==> src/rtl/hazard_ctrl_md_if.sv <==
// Decoded D/E/M pipeline fields in, stall controls out, for the hazard/MDU stall controller.
// The HAZARD_STAT_EN build adds the two stall statistics counters.
interface hazard_ctrl_md_if #(
    parameter int TW = 2
);
    logic [4:0]    D_rs;
    logic [4:0]    D_rt;
    logic [TW-1:0] Tuse_rs;
    logic [TW-1:0] Tuse_rt;
    logic          D_md_use;
    logic [4:0]    E_dst;
    logic [TW-1:0] Tnew_E;
    logic [4:0]    M_dst;
    logic [TW-1:0] Tnew_M;
    logic          E_md_start;
    logic          E_md_div;
    logic          stall;
    logic [2:0]    stall_cause;
    logic          md_busy;
    logic          md_err;
`ifdef HAZARD_STAT_EN
    logic [31:0]   stall_cycles;
    logic [31:0]   md_stall_cycles;
`endif

    modport master (
        output D_rs, D_rt, Tuse_rs, Tuse_rt, D_md_use,
        output E_dst, Tnew_E, M_dst, Tnew_M, E_md_start, E_md_div,
`ifdef HAZARD_STAT_EN
        input  stall_cycles, md_stall_cycles,
`endif
        input  stall, stall_cause, md_busy, md_err
    );

    modport slave (
        input  D_rs, D_rt, Tuse_rs, Tuse_rt, D_md_use,
        input  E_dst, Tnew_E, M_dst, Tnew_M, E_md_start, E_md_div,
`ifdef HAZARD_STAT_EN
        output stall_cycles, md_stall_cycles,
`endif
        output stall, stall_cause, md_busy, md_err
    );
endinterface

==> src/rtl/hazard_ctrl_md.sv <==
// Tuse/Tnew data-hazard stall plus multiply/divide busy tracker; stall is zero-latency combinational.
// Optional HAZARD_STAT_EN adds free-running stall_cycles / md_stall_cycles counters.
module hazard_ctrl_md #(
    parameter int TW          = 2,
    parameter int MULT_CYCLES = 5,
    parameter int DIV_CYCLES  = 10,
    parameter int CNT_W       = 4
) (
    input  logic             clk,
    input  logic             reset,
    hazard_ctrl_md_if.slave  hz
);

    logic [CNT_W-1:0] md_cnt_q, md_cnt_d;
    logic             md_err_q, md_err_d;
    logic             e_rs_hit, e_rt_hit, m_rs_hit, m_rt_hit;
    logic             md_idle;
    logic [2:0]       cause;

    // Register 0 is hardwired, so it never creates a dependency.
    assign e_rs_hit = (hz.D_rs != 5'd0) && (hz.D_rs == hz.E_dst) && (hz.Tnew_E > hz.Tuse_rs);
    assign e_rt_hit = (hz.D_rt != 5'd0) && (hz.D_rt == hz.E_dst) && (hz.Tnew_E > hz.Tuse_rt);
    assign m_rs_hit = (hz.D_rs != 5'd0) && (hz.D_rs == hz.M_dst) && (hz.Tnew_M > hz.Tuse_rs);
    assign m_rt_hit = (hz.D_rt != 5'd0) && (hz.D_rt == hz.M_dst) && (hz.Tnew_M > hz.Tuse_rt);

    assign md_idle = (md_cnt_q == '0);

    always_comb begin
        md_cnt_d = md_cnt_q;
        if (hz.E_md_start && md_idle) begin
            md_cnt_d = hz.E_md_div ? CNT_W'(DIV_CYCLES) : CNT_W'(MULT_CYCLES);
        end else if (!md_idle) begin
            md_cnt_d = md_cnt_q - 1'b1;
        end
    end

    // A start while busy is dropped; the sticky flag records the pipeline bug.
    assign md_err_d = md_err_q | (hz.E_md_start & ~md_idle);

    always_ff @(posedge clk or posedge reset) begin
        if (reset) begin
            md_cnt_q <= '0;
            md_err_q <= 1'b0;
        end else begin
            md_cnt_q <= md_cnt_d;
            md_err_q <= md_err_d;
        end
    end

    assign hz.md_busy     = ~md_idle | hz.E_md_start;
    assign cause[0]       = e_rs_hit | e_rt_hit;
    assign cause[1]       = m_rs_hit | m_rt_hit;
    assign cause[2]       = hz.D_md_use & hz.md_busy;
    assign hz.stall_cause = cause;
    assign hz.stall       = |cause;
    assign hz.md_err      = md_err_q;

`ifdef HAZARD_STAT_EN
    logic [31:0] stall_cycles_q;
    logic [31:0] md_stall_cycles_q;

    always_ff @(posedge clk or posedge reset) begin
        if (reset) begin
            stall_cycles_q    <= '0;
            md_stall_cycles_q <= '0;
        end else begin
            if (hz.stall) begin
                stall_cycles_q <= stall_cycles_q + 32'd1;
            end
            if (cause[2]) begin
                md_stall_cycles_q <= md_stall_cycles_q + 32'd1;
            end
        end
    end

    assign hz.stall_cycles    = stall_cycles_q;
    assign hz.md_stall_cycles = md_stall_cycles_q;
`endif

endmodule

==> src/flat_wrapper.sv <==
// flat-port wrapper written by rule: the top's interface ports become plain ports
module hazard_ctrl_md_flat 
#(
    parameter int TW          = 2,
    parameter int MULT_CYCLES = 5,
    parameter int DIV_CYCLES  = 10,
    parameter int CNT_W       = 4
)
  (clk, reset, hz_D_rs, hz_D_rt, hz_Tuse_rs, hz_Tuse_rt, hz_D_md_use, hz_E_dst, hz_Tnew_E, hz_M_dst, hz_Tnew_M, hz_E_md_start, hz_E_md_div, hz_stall, hz_stall_cause, hz_md_busy, hz_md_err);
  hazard_ctrl_md_if #(.TW(TW)) hz_i ();
  input  logic clk;
  input  logic reset;
  input wire logic [$bits(hz_i.D_rs)-1:0] hz_D_rs;
  input wire logic [$bits(hz_i.D_rt)-1:0] hz_D_rt;
  input wire logic [$bits(hz_i.Tuse_rs)-1:0] hz_Tuse_rs;
  input wire logic [$bits(hz_i.Tuse_rt)-1:0] hz_Tuse_rt;
  input wire logic [$bits(hz_i.D_md_use)-1:0] hz_D_md_use;
  input wire logic [$bits(hz_i.E_dst)-1:0] hz_E_dst;
  input wire logic [$bits(hz_i.Tnew_E)-1:0] hz_Tnew_E;
  input wire logic [$bits(hz_i.M_dst)-1:0] hz_M_dst;
  input wire logic [$bits(hz_i.Tnew_M)-1:0] hz_Tnew_M;
  input wire logic [$bits(hz_i.E_md_start)-1:0] hz_E_md_start;
  input wire logic [$bits(hz_i.E_md_div)-1:0] hz_E_md_div;
  output wire logic [$bits(hz_i.stall)-1:0] hz_stall;
  output wire logic [$bits(hz_i.stall_cause)-1:0] hz_stall_cause;
  output wire logic [$bits(hz_i.md_busy)-1:0] hz_md_busy;
  output wire logic [$bits(hz_i.md_err)-1:0] hz_md_err;
  assign hz_i.D_rs = hz_D_rs;
  assign hz_i.D_rt = hz_D_rt;
  assign hz_i.Tuse_rs = hz_Tuse_rs;
  assign hz_i.Tuse_rt = hz_Tuse_rt;
  assign hz_i.D_md_use = hz_D_md_use;
  assign hz_i.E_dst = hz_E_dst;
  assign hz_i.Tnew_E = hz_Tnew_E;
  assign hz_i.M_dst = hz_M_dst;
  assign hz_i.Tnew_M = hz_Tnew_M;
  assign hz_i.E_md_start = hz_E_md_start;
  assign hz_i.E_md_div = hz_E_md_div;
  assign hz_stall = hz_i.stall;
  assign hz_stall_cause = hz_i.stall_cause;
  assign hz_md_busy = hz_i.md_busy;
  assign hz_md_err = hz_i.md_err;
  hazard_ctrl_md #(.TW(TW), .MULT_CYCLES(MULT_CYCLES), .DIV_CYCLES(DIV_CYCLES), .CNT_W(CNT_W)) u_core (.clk(clk), .reset(reset), .hz(hz_i));
endmodule
==> config.mk <==
export PLATFORM = sky130hd
export DESIGN_NAME = hazard_ctrl_md_flat
export DESIGN_NICKNAME = d
export VERILOG_FILES = /design/src/rtl/hazard_ctrl_md_if.sv /design/src/rtl/hazard_ctrl_md.sv /design/src/flat_wrapper.sv
export SDC_FILE = /design/constraint.sdc
export NUM_CORES = 1
export LEC_CHECK = 0
export ABC_AREA = 1
export ABC_CLOCK_PERIOD_IN_PS = 2029
export CORE_AREA = 5 5 51 53
export DETAILED_ROUTE_END_ITERATION = 12
export DIE_AREA = 0 0 56 58
export MAX_ROUTING_LAYER = met4
export PLACE_DENSITY_LB_ADDON = 0.1
export SYNTH_ARGS = -nofsm -noshare
export SYNTH_HDL_FRONTEND = slang
export SYNTH_SLANG_ARGS = --single-unit
export TNS_END_PERCENT = 50
==> constraint.sdc <==
create_clock -name clk -period 2.03 [get_ports clk]
set_input_delay 0.406 -clock clk [delete_from_list [all_inputs] [get_ports clk]]
set_output_delay 0.406 -clock clk [all_outputs]
set_load 0.01 [all_outputs]
Word-level counts from Yosys, hierarchy flattened:

Cells that the tools add are included.

* word-level logic and storage cells: 35
* input port bits: 33
* flip-flop bits (word level): 5
* output and inout port bits: 6

* magnitude comparators: 4
* multiplexer cells: 3
* bitwise logic cells: 7
* add/subtract/negate cells: 1
* reduce and logical (&&, ||, !) cells: 13
* equal/unequal tests: 5

Operators by type and width (number)
* $eq A5 B5 Y1: 4
* $mux W4: 3
* $reduce_bool A5 Y1: 2
* $logic_and A1 B1 Y1: 9
* $gt A2 B2 Y1: 4
* $logic_not A4 Y1: 1
* $or A1 B1 Y1: 4
* $sub A4 B1 Y4 const B: 1
* $reduce_or A3 Y1: 1
* $and A1 B1 Y1: 2
* $ne A2 B2 Y1 const B: 1
* $not A1 Y1: 1

Depth between registers and ports, before layout:

Gate-level depths: netlist of the first run.

* word-level depth: 5
* mapped depth: 11
* mapped depth without buffers: 11

Worst setup path after synthesis of the first run:

No wires, ideal clock.

* path kind: input to output
* start point: in hz_Tuse_rt[1]
* end point: out hz_stall
* data arrival time: 1313 ps
* stages on the path: 11
* data required time: 1624 ps
* buffers on the path: 0
* slack: 311 ps
* cells stage by stage: inv_1 > ha_1 > nand2_1 > nand2_1 > nor2_1 > nand2_1 > nor2_1 > nand2_1 > nand2_1 > nor2_1 > nand2_1

* longest elaborated chain between the ends: 4
* elaborated cells on any way between the ends: 7
* those cells by class: 2 x order compare; 2 x bitwise; 3 x reduce/logical

RTL lines
* start: declaration: RTL line flat_wrapper.sv:16 `input wire logic [$bits(hz_i.Tuse_rt)-1:0] hz_Tuse_rt;`
* $gt A2 B2 Y1: RTL line hazard_ctrl_md.sv:22 `assign e_rt_hit = (hz.D_rt != 5'd0) && (hz.D_rt == hz.E_dst) && (hz.Tnew_E > hz.Tuse_rt);`
* $logic_and A1 B1 Y1: RTL line hazard_ctrl_md.sv:22
* $or A1 B1 Y1: RTL line hazard_ctrl_md.sv:51 `assign cause[0] = e_rs_hit | e_rt_hit;`
* via hz_stall_cause[0]: RTL line flat_wrapper.sv:25 `output wire logic [$bits(hz_i.stall_cause)-1:0] hz_stall_cause;`
* $reduce_or A3 Y1: RTL line hazard_ctrl_md.sv:55 `assign hz.stall = |cause;`
* end: declaration: RTL line flat_wrapper.sv:24 `output wire logic [$bits(hz_i.stall)-1:0] hz_stall;`

The timed path passes the listed nets, and every way through them passes these cells.

Worst setup path in the final report of the first run:

* start point: in hz_Tuse_rs[0]
* end point: out hz_stall

* longest elaborated chain between the ends: 4
* elaborated cells on any way between the ends: 7
* those cells by class: 2 x order compare; 2 x bitwise; 3 x reduce/logical

RTL lines
* start: declaration: RTL line flat_wrapper.sv:15 `input wire logic [$bits(hz_i.Tuse_rs)-1:0] hz_Tuse_rs;`
* $gt A2 B2 Y1, on equally long branches: RTL line hazard_ctrl_md.sv:21, hazard_ctrl_md.sv:23
* $logic_and A1 B1 Y1, on equally long branches: RTL line hazard_ctrl_md.sv:21, hazard_ctrl_md.sv:23
* $or A1 B1 Y1, on equally long branches: RTL line hazard_ctrl_md.sv:51, hazard_ctrl_md.sv:52
* $reduce_or A3 Y1 (*): RTL line hazard_ctrl_md.sv:55

Mark *: on every way between the ends. The rest lies on a longest branch, timed or not.

==> results.tsv, run 1 <==
stage	metric	value	unit
yosys	Mapped Cells	132	
floorplanning	die width	56	um
power_and_ir_drop	combinational power share	65.9	%
routing	DRT Pass-1 Iters	4	
timing	Final WS setup	0.00620	ns
power_and_ir_drop	sequential share of power	20.5	%
power_and_ir_drop	Leakage	0.745	nW
worst_hold_path	Worst Hold Class	in -> async	
placed_design	pre-CTS WS	-0.700	ns
placed_design	Placed Cells	207	
outcome	outcome	completed	
setup_path	worst r2r path cells	9	
yosys	Post-synth top cells	30 x nand2_1, 24 x inv_1, 20 x nor2_1	
yosys	syn avg cell area	6.27	um^2
setup_path	ordered list of cells on the worst path	dlygate4sd2_1 > ha_1 > nand2_2 > nand3_2 > nor2_2 > nand3_1 > nand2_2 > nor2_2 > nand2_1 > buf_2	
floorplanning	die height	58	um
power_and_ir_drop	internal power	517	uW
clock_tree	maximum clock path buffer count	2	
flow_run	max_cap viols	0	
routing	DRT iter0 DRCs	8	
routing	WL per Instance	11.6	um
floorplanning	Starting Density	39.3	%
placed_design	hpwl dp	2.12	mm
timing	post-route setup TNS	0	ns
layout	Synth-to-Final Area Change	72.9	%
clock_tree	Inserted Clock Buffers	3	
layout	layout cells sized above 1	28.1	%
timing	Rel. slew slack	86.5	%
yosys	Mapped Area	827	um^2
grt	largest net degree at the start of global routing	6	
grt	Total GRT Usage	15.6	%
layout	post-route insts no fill	213	
setup_path	critical path arrival	1.62	ns
yosys	sequential fraction of the synthesis area	15.1	%
layout	fillers	179	
setup_path	Critical R2R Launch	u_core.md_cnt_q[1]	
clock_tree	CTS tree	yes	
timing	Pins Over Slew Limit	0	
timing	Tightest Pin Transition	0.202	ns
timing	part of the cycle the worst path needs	99.7	%
clock_tree	H-tree levels	1	
yosys	area share of the leading cell type in the synthesized netlist	15.1	%
yosys	top-count cell post-synth	nand2_1	
setup_path	slowest library cell on the worst path	ha_1	
routing	post-DR vias/cell	4.61	
power_and_ir_drop	maximum vdd ir drop	0.000520	V
yosys	synth warn	0	
floorplanning	Die ar.	3250	um^2
yosys	synthesized flop and latch total	5	
setup_path	CP Max Fanout	2	
clock_tree	Root Buffer	clkbuf_4	
timing	Max Freq	0.494	GHz
floorplanning	FP Rows	17	
floorplanning	core area	2110	um^2
setup_path	Critical Path Source Type	primary input	
clock_tree	Clock Sinks	5	
setup_path	WS Path Type	in -> out	
placed_design	Placer Congestion	0.813	
power_and_ir_drop	total power	863	uW
setup_path	Largest stage delay, worst path	0.28	ns
setup_path	Worst Path Required	1.62	ns
routing	via count	981	
grt	Congestion Overflow GR	0	
timing	final setup violation count	0	
power_and_ir_drop	clock network power share	13.6	%
yosys	Synth area leaders	dfrtp_1 15%, ha_1 15%, nand2_1 14%	
grt	vias in the first global route	988	
yosys	Most used DFF post-synth	dfrtp_1	
timing	clock skew after layout	0.00441	ns
layout	Layout Nets	229	
timing	post-route minimum period	2.02	ns
timing	Final Hold Viols	0	
power_and_ir_drop	sw frac	40.1	%
yosys	ys async rst share	100	%
power_and_ir_drop	NetSw	346	uW
routing	Antenna Violating Nets Remaining	0	
setup_path	Worst setup EP type	output pin	
yosys	syn_nets	175	
grt	first-pass GRT wire length	3.90	mm
yosys	biggest area consumer among synthesized cells	dfrtp_1	
clock_tree	clock slew at reported path FFs	0.05	ns
layout	# diodes	0	
yosys	EDFF count, synth	0	
timing	RSZ-0062 raised after global routing	true	
floorplanning	# IOs	39	
clock_tree	clk_lat worst skew	0.25	ns
yosys	Distinct cells, synth	20	
routing	DRC	0	
grt	antenna violations before repair	0	
power_and_ir_drop	Cell Pwr Density	604	nW/um^2
placed_design	IO buf count	38	
routing	routed wire length	2.46	mm
setup_path	R2R Path End	u_core.md_cnt_q[1]	
setup_path	Reg2Reg Setup Slack	0.59	ns
## registers in the layout, summed over array words and instances (netlist names)
signal	count
u_core.md_cnt_q	4
u_core.hz.md_err	1
## layer usage
| metal | track usage, % | part of all wire, % |
|---|---|---|
| met4 | 7.80 | 0.41 |
| met3 | 2.45 | 3.8 |
| met2 | 30.7 | 58 |
| met5 | - | 0 |
| met1 | 14.3 | 37 |
## area by class of cell
| cell class | instances | area [um^2] | share of cell area [%] |
|---|---|---|---|
| multi-input cells | 100 | 704 | 49.3 |
| repair buffers | 49 | 437 | 30.5 |
| flip-flops and latches | 5 | 125 | 8.75 |
| well taps | 28 | 35.0 | 2.45 |
| inverters | 27 | 101 | 7.09 |
| clock buffers | 3 | 22.5 | 1.57 |
| clock inverters | 1 | 5.00 | 0.350 |
## worst max-delay path by stage
stage	from	end	slack [ns]	depth (start not counted)
6_report	hz_Tuse_rs[0]	hz_stall	0.006	10
2_1_floorplan	hz_Tuse_rt[1]	hz_stall	0.31	11
5_1_grt	hz_Tuse_rs[0]	hz_stall	-0.09	10
3_3_place_gp	hz_Tuse_rs[1]	hz_stall	-0.66	11
4_1_cts	hz_Tuse_rt[1]	hz_stall	-0.02	13
3_5_place_dp	hz_Tuse_rs[1]	hz_stall	-0.70	11
## layout by cell type (no fill, tap or decap), types with 7 or more instances in the layout
master / Yosys / final
xor2_1: 7 / 7
buf_4: 0 / 11
nor2_1: 20 / 16
nand2_1: 30 / 25
dlygate4sd2_1: 0 / 13
clkdlybuf4s50_1: 0 / 12
inv_2: 3 / 10
inv_1: 24 / 17
xnor2_1: 8 / 8
## power by group through the flow
stage	logic [mW]	registers (mW)	clock network (mW)
after CTS	0.488	0.173	0.119
after global placement	0.468	0.173	0
after floorplan	0.263	0.173	0
after detailed placement	0.493	0.174	0
final	0.569	0.177	0.117
after global routing	0.631	0.180	0.126
## metrics by stage
stage	hold slack [ns]	util [%]	cell area, um^2
6_report	0.365	67.9	1430
5_1_grt	0.382	67.9	1430
4_1_cts	0.375	64.5	1360
3_5_place_dp	0.448	62.2	1310
3_3_place_gp	0.442	62.2	1310
2_1_floorplan	0.185	-	827
## kinds of logic after synthesis
| group | share of synthesized area [%] |
|---|---|
| simple gates | 34.0 |
| buf+inv | 12.3 |
| xor+xnor | 15.9 |
| compound gates | 7.56 |
| fa+ha+maj | 15.1 |
| flops | 15.1 |
## worst max-delay path, delay by kind of cell
kind / cells / cell delay, ns
adders and majority gates: 1 / 0.28
buffers and inverters: 2 / 0.38
and+or+nand+nor: 7 / 0.56
## what timing repair did
| action | 4_1_cts | 5_1_grt |
|---|---|---|
| hold buffers | 0 | 0 |
| endpoints found under the hold margin | 0 | 0 |
| buffers inserted | 0 | 2 |
| gates resized for setup | 47 | 26 |
| setup endpoints to repair | 5 | 5 |
| pin swaps | 23 | 18 |
Note: power is estimated with default switching activity, not from simulation.
==> run 2, diff against run 1 <==
Settings changed: ABC_CLOCK_PERIOD_IN_PS 2029 to 2400.
Clock period 2.03 ns to 2.4 ns, I/O delays scaled along.
==> results.tsv, run 2 (synthesized netlist as in run 1, its figures left out) <==
stage	metric	value	unit
routing	via count	940	
timing	part of the cycle the worst path needs	97.6	%
setup_path	Critical Path Source Type	primary input	
clock_tree	maximum clock path buffer count	2	
clock_tree	Inserted Clock Buffers	3	
setup_path	Reg2Reg Setup Slack	0.84	ns
timing	Rel. slew slack	85.7	%
timing	RSZ-0062 raised after global routing	true	
routing	Antenna Violating Nets Remaining	0	
routing	DRC	0	
power_and_ir_drop	Leakage	0.726	nW
timing	post-route minimum period	2.34	ns
grt	Congestion Overflow GR	0	
power_and_ir_drop	total power	627	uW
floorplanning	core area	2110	um^2
timing	clock skew after layout	0.00159	ns
setup_path	worst path buffer plus inverter count	3	
clock_tree	H-tree levels	1	
layout	Layout Nets	224	
timing	Tightest Pin Transition	0.214	ns
setup_path	Worst setup EP type	output pin	
power_and_ir_drop	maximum vdd ir drop	0.000354	V
layout	# diodes	0	
layout	cell area after layout	1390	um^2
layout	most common cell after layout, fill and taps aside	nand2_1	
grt	largest net degree at the start of global routing	6	
timing	final setup violation count	0	
layout	post-layout util	66.0	%
setup_path	Crit path top cell by count	nor2_1	
flow_run	max_cap viols	0	
timing	Hold Worst Slack	0.454	ns
timing	Pins Over Slew Limit	0	
grt	vias in the first global route	916	
floorplanning	# IOs	39	
layout	commonest non-fill, non-tap cells in the layout	27 x nand2_1, 22 x clkdlybuf4s50_1, 18 x nor2_1, 15 x inv_1, 12 x inv_2	
setup_path	R2R Path End	u_core.md_cnt_q[1]	
power_and_ir_drop	Cell Pwr Density	451	nW/um^2
setup_path	worst r2r path cells	9	
layout	post-route insts no fill	208	
placed_design	Placed Cells	201	
floorplanning	Starting Density	39.3	%
setup_path	WS Path Type	in -> out	
grt	Total GRT Usage	14.3	%
floorplanning	FP Rows	17	
clock_tree	clock slew at reported path FFs	0.04	ns
setup_path	critical path arrival	1.86	ns
routing	DRT Pass-1 Iters	4	
placed_design	area of placed instances	1260	um^2
placed_design	hpwl dp	1.97	mm
outcome	outcome	completed	
floorplanning	die height	58	um
floorplanning	Die ar.	3250	um^2
setup_path	CP Max Fanout	3	
timing	Final Hold Viols	0	
clock_tree	clk_lat worst skew	0.23	ns
setup_path	Critical R2R Launch	u_core.md_cnt_q[0]	
setup_path	Crit path max-delay family	simple AND/OR/NAND/NOR gates	
routing	DRT iter0 DRCs	18	
layout	Top reg by flops	u_core.md_cnt_q	
layout	fillers	194	
placed_design	Placer Congestion	0.807	
timing	Final WS setup	0.0587	ns
layout	Synth-to-Final Area Change	67.9	%
layout	max FFs per register	4	
grt	first-pass GRT wire length	3.59	mm
setup_path	Largest stage delay, worst path	0.43	ns
setup_path	ordered list of cells on the worst path	clkdlybuf4s50_1 > or2_0 > nor2_2 > nand3b_1 > nor2_1 > nor2_1 > buf_4 > nand2_1 > buf_2	
layout	multi-input logic area	671	um^2
routing	WL per Instance	11.1	um
setup_path	slowest library cell on the worst path	clkdlybuf4s50_1	
layout	layout cells sized above 1	21.7	%
routing	routed wire length	2.30	mm
grt	antenna violations before repair	0	
worst_hold_path	Worst Hold Class	in -> async	
timing	post-route setup TNS	0	ns
floorplanning	die width	56	um
setup_path	Worst Path Required	1.92	ns
clock_tree	Clock Sinks	5	
clock_tree	Root Buffer	clkbuf_4	
timing	Max Freq	0.427	GHz
clock_tree	CTS tree	yes	
layout	Sequential Area	125	um^2
placed_design	IO buf count	38	
placed_design	pre-CTS WS	-0.472	ns
routing	post-DR vias/cell	4.52	
run 2: cell count changes in the layout (fill, tap and decap cells not counted), sizes merged, moves of 4 or more:
cell / change
dlygate4sd2: -8
buf: -6
clkdlybuf4s15: -4
clkdlybuf4s50: +10
dlymetal6s2s: +5
run 2: worst reg2reg max path, delay by kind of cell, from the launching register on:
| kind | cells | cell delay, ns |
|---|---|---|
| DFF | 1 | 0.39 |
| and+or+nand+nor | 5 | 0.60 |
| adders and majority gates | 1 | 0.16 |
| buffers and inverters | 2 | 0.22 |
| AOI/OAI and AO/OA | 1 | 0.06 |
run 2: worst max path at each step:
stage / from / endpoint / slack, ns / depth (start not counted)
5_1_grt: hz_D_rs[0] / hz_stall / -0.03 / 9
2_1_floorplan: hz_Tuse_rt[1] / hz_stall / 0.53 / 11
4_1_cts: hz_Tnew_E[0] / hz_stall / -0.04 / 13
3_5_place_dp: hz_Tuse_rt[1] / hz_stall / -0.47 / 13
6_report: hz_D_rs[0] / hz_stall / 0.06 / 9
3_3_place_gp: hz_Tuse_rs[1] / hz_stall / -0.45 / 11
run 2: where the power goes:
group	leakage, nW	switching, mW	internal (mW)	total, mW
logic	0.655	0.191	0.191	0.381
clock network	0.0150	0.0294	0.0625	0.0919
registers	0.0559	0.0302	0.123	0.153
run 2: repair_timing:
action	in CTS	in global routing
hold endpoints to repair	0	0
buffers inserted	1	2
setup endpoints to repair	3	5
hold buffers	0	0
pin swaps	10	18
gates resized for setup	21	23
run 2: cell type report:
cell class                 instances  share of cell area (%)
multi-input combinational        100                    48.3
timing repair buffer              44                    31.0
sequential                         5                    9.01
inverter                          27                    7.30
tap                               28                    2.52
clock buffer                       4                    1.89
run 2: routing by layer:
| layer | up-vias | share of wire, % | track usage, % |
|---|---|---|---|
| li1 | 502 | - | - |
| met1 | 413 | 38 | 14.4 |
| met2 | 25 | 58 | 27.2 |
| met3 | 0 | 4.2 | 2.23 |
| met4 | 0 | 0 | 6.10 |
| met5 | - | 0 | - |
